--- src/rtl/spi_sensor_responder.sv ---
// Mode-3 SPI target modelling a 3-axis accelerometer: 64x8 register file, single and
// burst access, oversampled in the clk domain, with host-side axis sample injection.
module spi_sensor_responder #(
  parameter logic [7:0] DEVID       = 8'hE5,
  parameter logic [7:0] BW_RATE_RST = 8'h0A
) (
  input  logic        clk,
  input  logic        rst,
  input  logic        spi_clk,
  input  logic        spi_cs,
  input  logic        spi_mosi,
  output logic        spi_miso,
  output logic        miso_oe,
  output logic        busy,
  input  logic        sample_valid,
  input  logic [15:0] sample_x,
  input  logic [15:0] sample_y,
  input  logic [15:0] sample_z,
  output logic        wr_strobe,
  output logic [5:0]  wr_addr,
  output logic [7:0]  wr_data,
  output logic [2:0]  o_dbg_state
);

  typedef enum logic [2:0] {
    S_WAIT_CS = 3'd0,
    S_IDLE    = 3'd1,
    S_CMD     = 3'd2,
    S_RD      = 3'd3,
    S_WR      = 3'd4
  } state_t;

  // Handshake: a byte is complete on the 8th synchronized rising spi_clk edge;
  // wr_strobe is a single-cycle valid with no ready (the host must take it).

  state_t      r_state;
  state_t      w_state_nxt;
  logic        r_sclk_meta, r_sclk_sync, r_sclk_prev;
  logic        r_cs_meta, r_cs_sync;
  logic        r_mosi_meta, r_mosi_sync;
  logic [2:0]  r_bit_cnt;
  logic [6:0]  r_shift;
  logic        r_mb;
  logic [5:0]  r_addr;
  logic [7:0]  r_tx;
  logic        r_miso, r_oe, r_busy;
  logic        r_wr_strobe;
  logic [5:0]  r_wr_addr;
  logic [7:0]  r_wr_data;
  logic [7:0]  r_regs [64];
  logic        r_pend_valid;
  logic [15:0] r_pend_x, r_pend_y, r_pend_z;

  logic        w_rise, w_fall, w_byte_done, w_ro, w_wr_en;
  logic        w_smp_now, w_smp_pend;
  logic [7:0]  w_in_byte;
  logic [5:0]  w_next_addr;
  logic [15:0] w_smp_x, w_smp_y, w_smp_z;

  assign w_rise      = r_sclk_sync & ~r_sclk_prev;
  assign w_fall      = ~r_sclk_sync & r_sclk_prev;
  assign w_byte_done = w_rise && (r_bit_cnt == 3'd7);
  assign w_in_byte   = {r_shift, r_mosi_sync};
  assign w_next_addr = r_mb ? r_addr + 6'd1 : r_addr;
  assign w_ro        = (r_addr == 6'h00) || (r_addr >= 6'h32 && r_addr <= 6'h37);
  assign w_wr_en     = (r_state == S_WR) && w_byte_done && !w_ro;
  assign w_smp_now   = sample_valid & ~r_busy;
  assign w_smp_pend  = r_pend_valid & ~r_busy;
  assign w_smp_x     = w_smp_now ? sample_x : r_pend_x;
  assign w_smp_y     = w_smp_now ? sample_y : r_pend_y;
  assign w_smp_z     = w_smp_now ? sample_z : r_pend_z;

  // CS sync resets low so a frame already in flight at reset is never mistaken for idle.
  always_ff @(posedge clk) begin
    if (rst) begin
      r_sclk_meta <= 1'b1;
      r_sclk_sync <= 1'b1;
      r_sclk_prev <= 1'b1;
      r_cs_meta   <= 1'b0;
      r_cs_sync   <= 1'b0;
      r_mosi_meta <= 1'b0;
      r_mosi_sync <= 1'b0;
    end else begin
      r_sclk_meta <= spi_clk;
      r_sclk_sync <= r_sclk_meta;
      r_sclk_prev <= r_sclk_sync;
      r_cs_meta   <= spi_cs;
      r_cs_sync   <= r_cs_meta;
      r_mosi_meta <= spi_mosi;
      r_mosi_sync <= r_mosi_meta;
    end
  end

  always_ff @(posedge clk) begin
    if (rst) r_state <= S_WAIT_CS;
    else     r_state <= w_state_nxt;
  end

  always_comb begin
    w_state_nxt = r_state;
    case (r_state)
      S_WAIT_CS: if (r_cs_sync) w_state_nxt = S_IDLE;
      S_IDLE:    if (!r_cs_sync) w_state_nxt = S_CMD;
      S_CMD: begin
        if (r_cs_sync)        w_state_nxt = S_IDLE;
        else if (w_byte_done) w_state_nxt = w_in_byte[7] ? S_RD : S_WR;
      end
      S_RD, S_WR: if (r_cs_sync) w_state_nxt = S_IDLE;
      default:   w_state_nxt = S_WAIT_CS;
    endcase
  end

  always_ff @(posedge clk) begin
    if (rst) begin
      r_bit_cnt   <= 3'd0;
      r_shift     <= 7'd0;
      r_mb        <= 1'b0;
      r_addr      <= 6'd0;
      r_tx        <= 8'd0;
      r_miso      <= 1'b0;
      r_oe        <= 1'b0;
      r_busy      <= 1'b0;
      r_wr_strobe <= 1'b0;
      r_wr_addr   <= 6'd0;
      r_wr_data   <= 8'd0;
    end else begin
      r_wr_strobe <= 1'b0;
      r_busy      <= ~r_cs_sync & (r_state != S_WAIT_CS);
      case (r_state)
        S_CMD: begin
          if (w_rise) begin
            r_shift   <= w_in_byte[6:0];
            r_bit_cnt <= r_bit_cnt + 3'd1;
            if (w_byte_done) begin
              r_mb   <= w_in_byte[6];
              r_addr <= w_in_byte[5:0];
              r_tx   <= r_regs[w_in_byte[5:0]];
            end
          end
        end
        S_RD: begin
          if (w_fall) begin
            r_miso <= r_tx[7];
            r_tx   <= {r_tx[6:0], 1'b0};
            r_oe   <= 1'b1;
          end else if (w_rise) begin
            r_bit_cnt <= r_bit_cnt + 3'd1;
            if (w_byte_done) begin
              r_addr <= w_next_addr;
              r_tx   <= r_regs[w_next_addr];
            end
          end
        end
        S_WR: begin
          if (w_rise) begin
            r_shift   <= w_in_byte[6:0];
            r_bit_cnt <= r_bit_cnt + 3'd1;
            if (w_byte_done) begin
              r_addr <= w_next_addr;
              if (!w_ro) begin
                r_wr_strobe <= 1'b1;
                r_wr_addr   <= r_addr;
                r_wr_data   <= w_in_byte;
              end
            end
          end
        end
        default: begin
          r_bit_cnt <= 3'd0;
          r_miso    <= 1'b0;
          r_oe      <= 1'b0;
        end
      endcase
    end
  end

  // A sample arriving mid-frame waits here so a burst never mixes old and new axes.
  always_ff @(posedge clk) begin
    if (rst) begin
      r_pend_valid <= 1'b0;
      r_pend_x     <= 16'd0;
      r_pend_y     <= 16'd0;
      r_pend_z     <= 16'd0;
    end else if (sample_valid && r_busy) begin
      r_pend_valid <= 1'b1;
      r_pend_x     <= sample_x;
      r_pend_y     <= sample_y;
      r_pend_z     <= sample_z;
    end else if (!r_busy) begin
      r_pend_valid <= 1'b0;
    end
  end

  // Bus write is assigned last so it wins over a sample update in the same cycle.
  always_ff @(posedge clk) begin
    if (rst) begin
      for (int i = 0; i < 64; i++) r_regs[i] <= 8'h00;
      r_regs[6'h00] <= DEVID;
      r_regs[6'h2C] <= BW_RATE_RST;
    end else begin
      if (w_smp_now || w_smp_pend) begin
        r_regs[6'h32] <= w_smp_x[7:0];
        r_regs[6'h33] <= w_smp_x[15:8];
        r_regs[6'h34] <= w_smp_y[7:0];
        r_regs[6'h35] <= w_smp_y[15:8];
        r_regs[6'h36] <= w_smp_z[7:0];
        r_regs[6'h37] <= w_smp_z[15:8];
      end
      if (w_wr_en) r_regs[r_addr] <= w_in_byte;
    end
  end

  assign spi_miso    = r_miso;
  assign miso_oe     = r_oe;
  assign busy        = r_busy;
  assign wr_strobe   = r_wr_strobe;
  assign wr_addr     = r_wr_addr;
  assign wr_data     = r_wr_data;
  assign o_dbg_state = r_state;

endmodule

--- config.mk ---
export PLATFORM = sky130hd
export DESIGN_NAME = spi_sensor_responder
export DESIGN_NICKNAME = d
export VERILOG_FILES = /design/src/rtl/spi_sensor_responder.sv
export SDC_FILE = /design/constraint.sdc
export NUM_CORES = 1
export LEC_CHECK = 0
export ABC_CLOCK_PERIOD_IN_PS = 5100
export CAP_MARGIN = 20
export CORE_MARGIN = 3
export CORE_UTILIZATION = 25
export DETAILED_ROUTE_END_ITERATION = 7
export PLACE_DENSITY = 0.38
export RECOVER_POWER = 100
export SLEW_MARGIN = 15
export SYNTH_ARGS = -nofsm -noshare
export SYNTH_HDL_FRONTEND = slang
export SYNTH_SLANG_ARGS = --single-unit
--- constraint.sdc ---
create_clock -name clk -period 5.1 [get_ports clk]
set_input_delay 1.02 -clock clk [delete_from_list [all_inputs] [get_ports clk]]
set_output_delay 1.02 -clock clk [all_outputs]
set_load 0.005 [all_outputs]
======== Word level (Yosys, flattened, before mapping) ========
Memories as Yosys holds them, arrays and structs flattened.
Index checks and enable logic that the tools add are counted.
Widths: inputs -> output; s select.
word-level totals
  flip-flop bits (word level) ............. 102
  memories kept ........................... 1
  input bits .............................. 54
  output and inout port bits .............. 21
  RAM bits ................................ 512
memory list
  name    depth  bits a word  read ports  clocked after memory_dff  write ports  RTL line  RTL
  r_regs  64     8            2           0                         64           50        logic [7:0] r_regs [64];
operators by class
  multiplexer cells ....................... 51
  magnitude comparators ................... 2
  bitwise gates (word level) .............. 22
  reductions and logical operators ........ 24
  add/subtract/negate cells ............... 2
  equal/unequal tests ..................... 15
operators with widths
  kind                 count
  $mux 8               14
  $mux 16              3
  $mux 6               7
  $mux 3               7
  $pmux 6 s3           1
  $pmux 8 s2           1
  $mux 1               14
  $ne 2x2->1 const B   5
  $ne 3x3->1 const B   3
  $not 1->1            9
  $pmux 3 s3           1
  $or 1x1->1           8
  $reduce_and 4->1     2
  $reduce_or 8->1      1
  $add 6x1->6 const B  1
  $eq 3x2->1 const B   2
  $eq 3x3->1 const B   2
  $ge 6x6->1 const B   1
  $le 6x6->1 const B   1
  $logic_not 6->1      1
  $pmux 3 s2           1
  $reduce_and 3->1     2
  $reduce_bool 3->1    2
  $and 1x1->1          5
  other kinds (14)     22

======== Depth between registers and ports, before layout ========
  depth after elaboration ................. 10
  gate-level depth with buffers ........... 13
  depth with buffers taken out ............ 10

======== Least setup slack after synthesis ========
OpenSTA, ideal clock, no wires.
  path kind ............................... register -> register
  start point ............................. reg r_addr[1]
  end point ............................... mem r_regs[61][0] (enable)
  path slack .............................. 2.069 ns
  library setup time ...................... 0.329 ns
  clock period less this slack ............ 3.031 ns
  buffers on the path ..................... 2
  arrival ................................. 2.702 ns
  cell stages (with the launch flop) ...... 11
  cell sequence ........................... dfxtp_1 -> clkbuf_1 -> inv_1 -> ha_1 -> nor3b_1 -> nor4_4 -> nand2b_1 -> or3_1 -> buf_2 -> nor2_2 -> or2_1
RTL lines
  element                 RTL line  RTL
  from (decl)             44        logic [5:0] r_addr;
  from (signal assigned)  136       r_addr <= w_in_byte[5:0];
  from (signal assigned)  149       r_addr <= w_next_addr;
  from (signal assigned)  159       r_addr <= w_next_addr;
  to (decl)               50

==> metrics <==
Pwr Density=312 nW/µm²; placed cell areas=35300 µm²; most frequent cells in the layout=edfxtp_1, nand2_1, and2_0; Top Ports=75; Final Power=11.7 mW; H-tree levels=3; Inst Count DP=4275; static leakage=12.4 nW; Setup Buffers After CTS=0; maxcap violations=3; worst reg2reg setup slack=0.71 ns; fill count=12900; Clk Latency, worst-skew pair=0.66 ns; Synth top area share=47.5%; share of the yosys chip area belonging to registers=53.8%; relative slew slack=-118%; period utilization=86.1%; Area contributors post-synth=edfxtp_1, mux4_2, and2_1, dfxtp_1, nand2_1; Syn Nets=2642; Initial Utilization=25.3%; global-route wire length before repair=169000 µm; Detailed Route WL=118000 µm; clock buffer depth=3; final clock skew=0.0304 ns; Area growth syn-to-layout=16.4%; Final Setup Violations=0; outcome=finished with violations; GP Congestion=0.919; vias in the first global route=22200; most common cell after layout, fill and taps aside=edfxtp_1; Clk pin slew, worst setup/hold paths=0.06 ns; Die Y=366 µm; post-synth top area cell=edfxtp_1; area of the multi-input gates=14000 µm²; pre-CTS setup slack=1.18 ns; Post-CTS Hold Buffers=0; fin util=29.4%; Final Cell Area=37700 µm²; largest net degree at the start of global routing=70; async set-reset flop share out of synthesis=0%; Final ANT Viol Nets=0; Ys Warns=0; critical path arrival=4.65 ns; Post-Syn Area=32400 µm²; clk root buf=clkbuf_16; setup TNS=0 ns; CTS buffer count=76; Via density=4.98; Core Area=128000 µm²; fin crit period=4.39 ns; CTS tree=built; Hold Vio Cnt, Final=0; slack of the critical path=0.711 ns; CTS Sinks=614; RSZ-0062 raised after global routing=no; startpoint types=flop; layout cells sized above 1=17.5%; Min Hold Slack=0.418 ns; Die X=366 µm; WL per Instance=26.7 µm; Req. time, crit path=5.36 ns; Peak Freq=228 MHz; FF+latch area=17400 µm²; row count=131; initial DRC count=1865; Total GRT Usage=17.3%; Congestion Overflow GR=0; post-synthesis register bit count=614; Hold Crit Class=flop to flop; DRC viols=0; I/O Buffers=74; Yosys cell types=60; Main synth FF type=edfxtp_1; fin nets=2685; failing checks=capacitance limit, slew limit; antenna violations before repair=5; Max Slew Vio Count=150; Synth Instances=2581; Max VDD drop=197 µV; Slew @ Worst Pin=3.27 ns; Cell Count, Final, Fillers Out=4417; dpl hpwl=82600 µm; Post-synth EDFFs=512; Critical Path End Type=flop; Initial DRT Pass Iterations=5; synthesized area per cell=12.5 µm²; number of resized instances in the post-cts repair step=0; maximum fanout along the worst path=14; WS Path Type=flop to flop; full die area=134000 µm²; Vias=22000
synthesized netlist by cell type, drive strengths merged, types with 8 or more instances:
cell type and instances:
a31oi 17, nand3 88, nor4 10, nand2 375
nor3 9, o2111ai 11, mux4 242, nor2b 8
o22ai 8, a32oi 10, and2 461, mux2i 62
nor2 127, edfxtp 512, a21oi 121, clkbuf 131
or3 13, or2 65, buf 77, a22oi 9
o21ai 8, dfxtp 102, nand4 18
layout make-up:
class                   count  area share [%]
diodes                      4          0.0266
clock inverters            46            1.23
multi-input cells        1752            37.2
flip-flops and latches    614            46.3
inverters                   7          0.0698
clock buffers              92            5.40
well taps                1729            5.74
repair buffers            173            4.07
cells by family (layout without fill, tap and decap cells):
family                     Yosys count  count (layout)  share of synthesized area (%)
DFF                                614             614                           53.8
and+or+nand+nor                   1195            1195                           19.0
xor gates and xnor gates            14              14                          0.507
muxes                              308             308                           18.9
other                                0               4                              0
buffers and inverters              215             318                           2.99
adders and majority gates            7               7                          0.271
AOI/OAI and AO/OA                  228             228                           4.43
report_power, final:
group / switching [mW] / internal (mW) / total, mW
clock network: 2.27 / 3.26 / 5.52
logic: 0.306 / 0.212 / 0.518
registers: 0.121 / 5.58 / 5.71
final timing paths:
check / start / endpoint / cells after the start
worst max-delay path: r_addr[3]$_SDFFE_PP0P_ / r_regs[47][2]$_SDFFCE_PN0P_ / 10
worst min-delay path: r_sclk_meta$_SDFF_PP1_ / r_sclk_sync$_SDFF_PP1_ / 1
worst max register to register: r_addr[3]$_SDFFE_PP0P_ / r_regs[47][2]$_SDFFCE_PN0P_ / 10
worst min register to register: r_sclk_meta$_SDFF_PP1_ / r_sclk_sync$_SDFF_PP1_ / 1
state kept, by name (all words and copies together), names as in the netlist, 3 cells and up:
name,cells
r_pend_y,16
r_pend_z,16
r_regs,512
r_bit_cnt,3
r_addr,6
r_pend_x,16
o_dbg_state,3
wr_data,8
r_tx,8
r_shift,7
wr_addr,6
layer usage:
metal	wire length, µm	GRT usage (%)	part of all wire [%]	up-vias
li1	-	-	-	9585
met1	53100	24.1	45	11500
met2	55000	27.7	47	762
met3	7140	2.76	6.1	126
met4	2510	4.71	2.1	0
met5	0	0	0	-
critical path, cell delays in order (launching register included):
cell and delay (ns):
dfxtp_1 0.73, or3_1 0.66, nor3b_1 0.19, nor4_4 0.32
nand2b_1 0.12, inv_1 0.18, nand4_1 0.15, clkbuf_1 0.36
nor2_1 0.18, clkbuf_1 0.43, or2_0 0.67
Power figures use the tool's default switching activity.
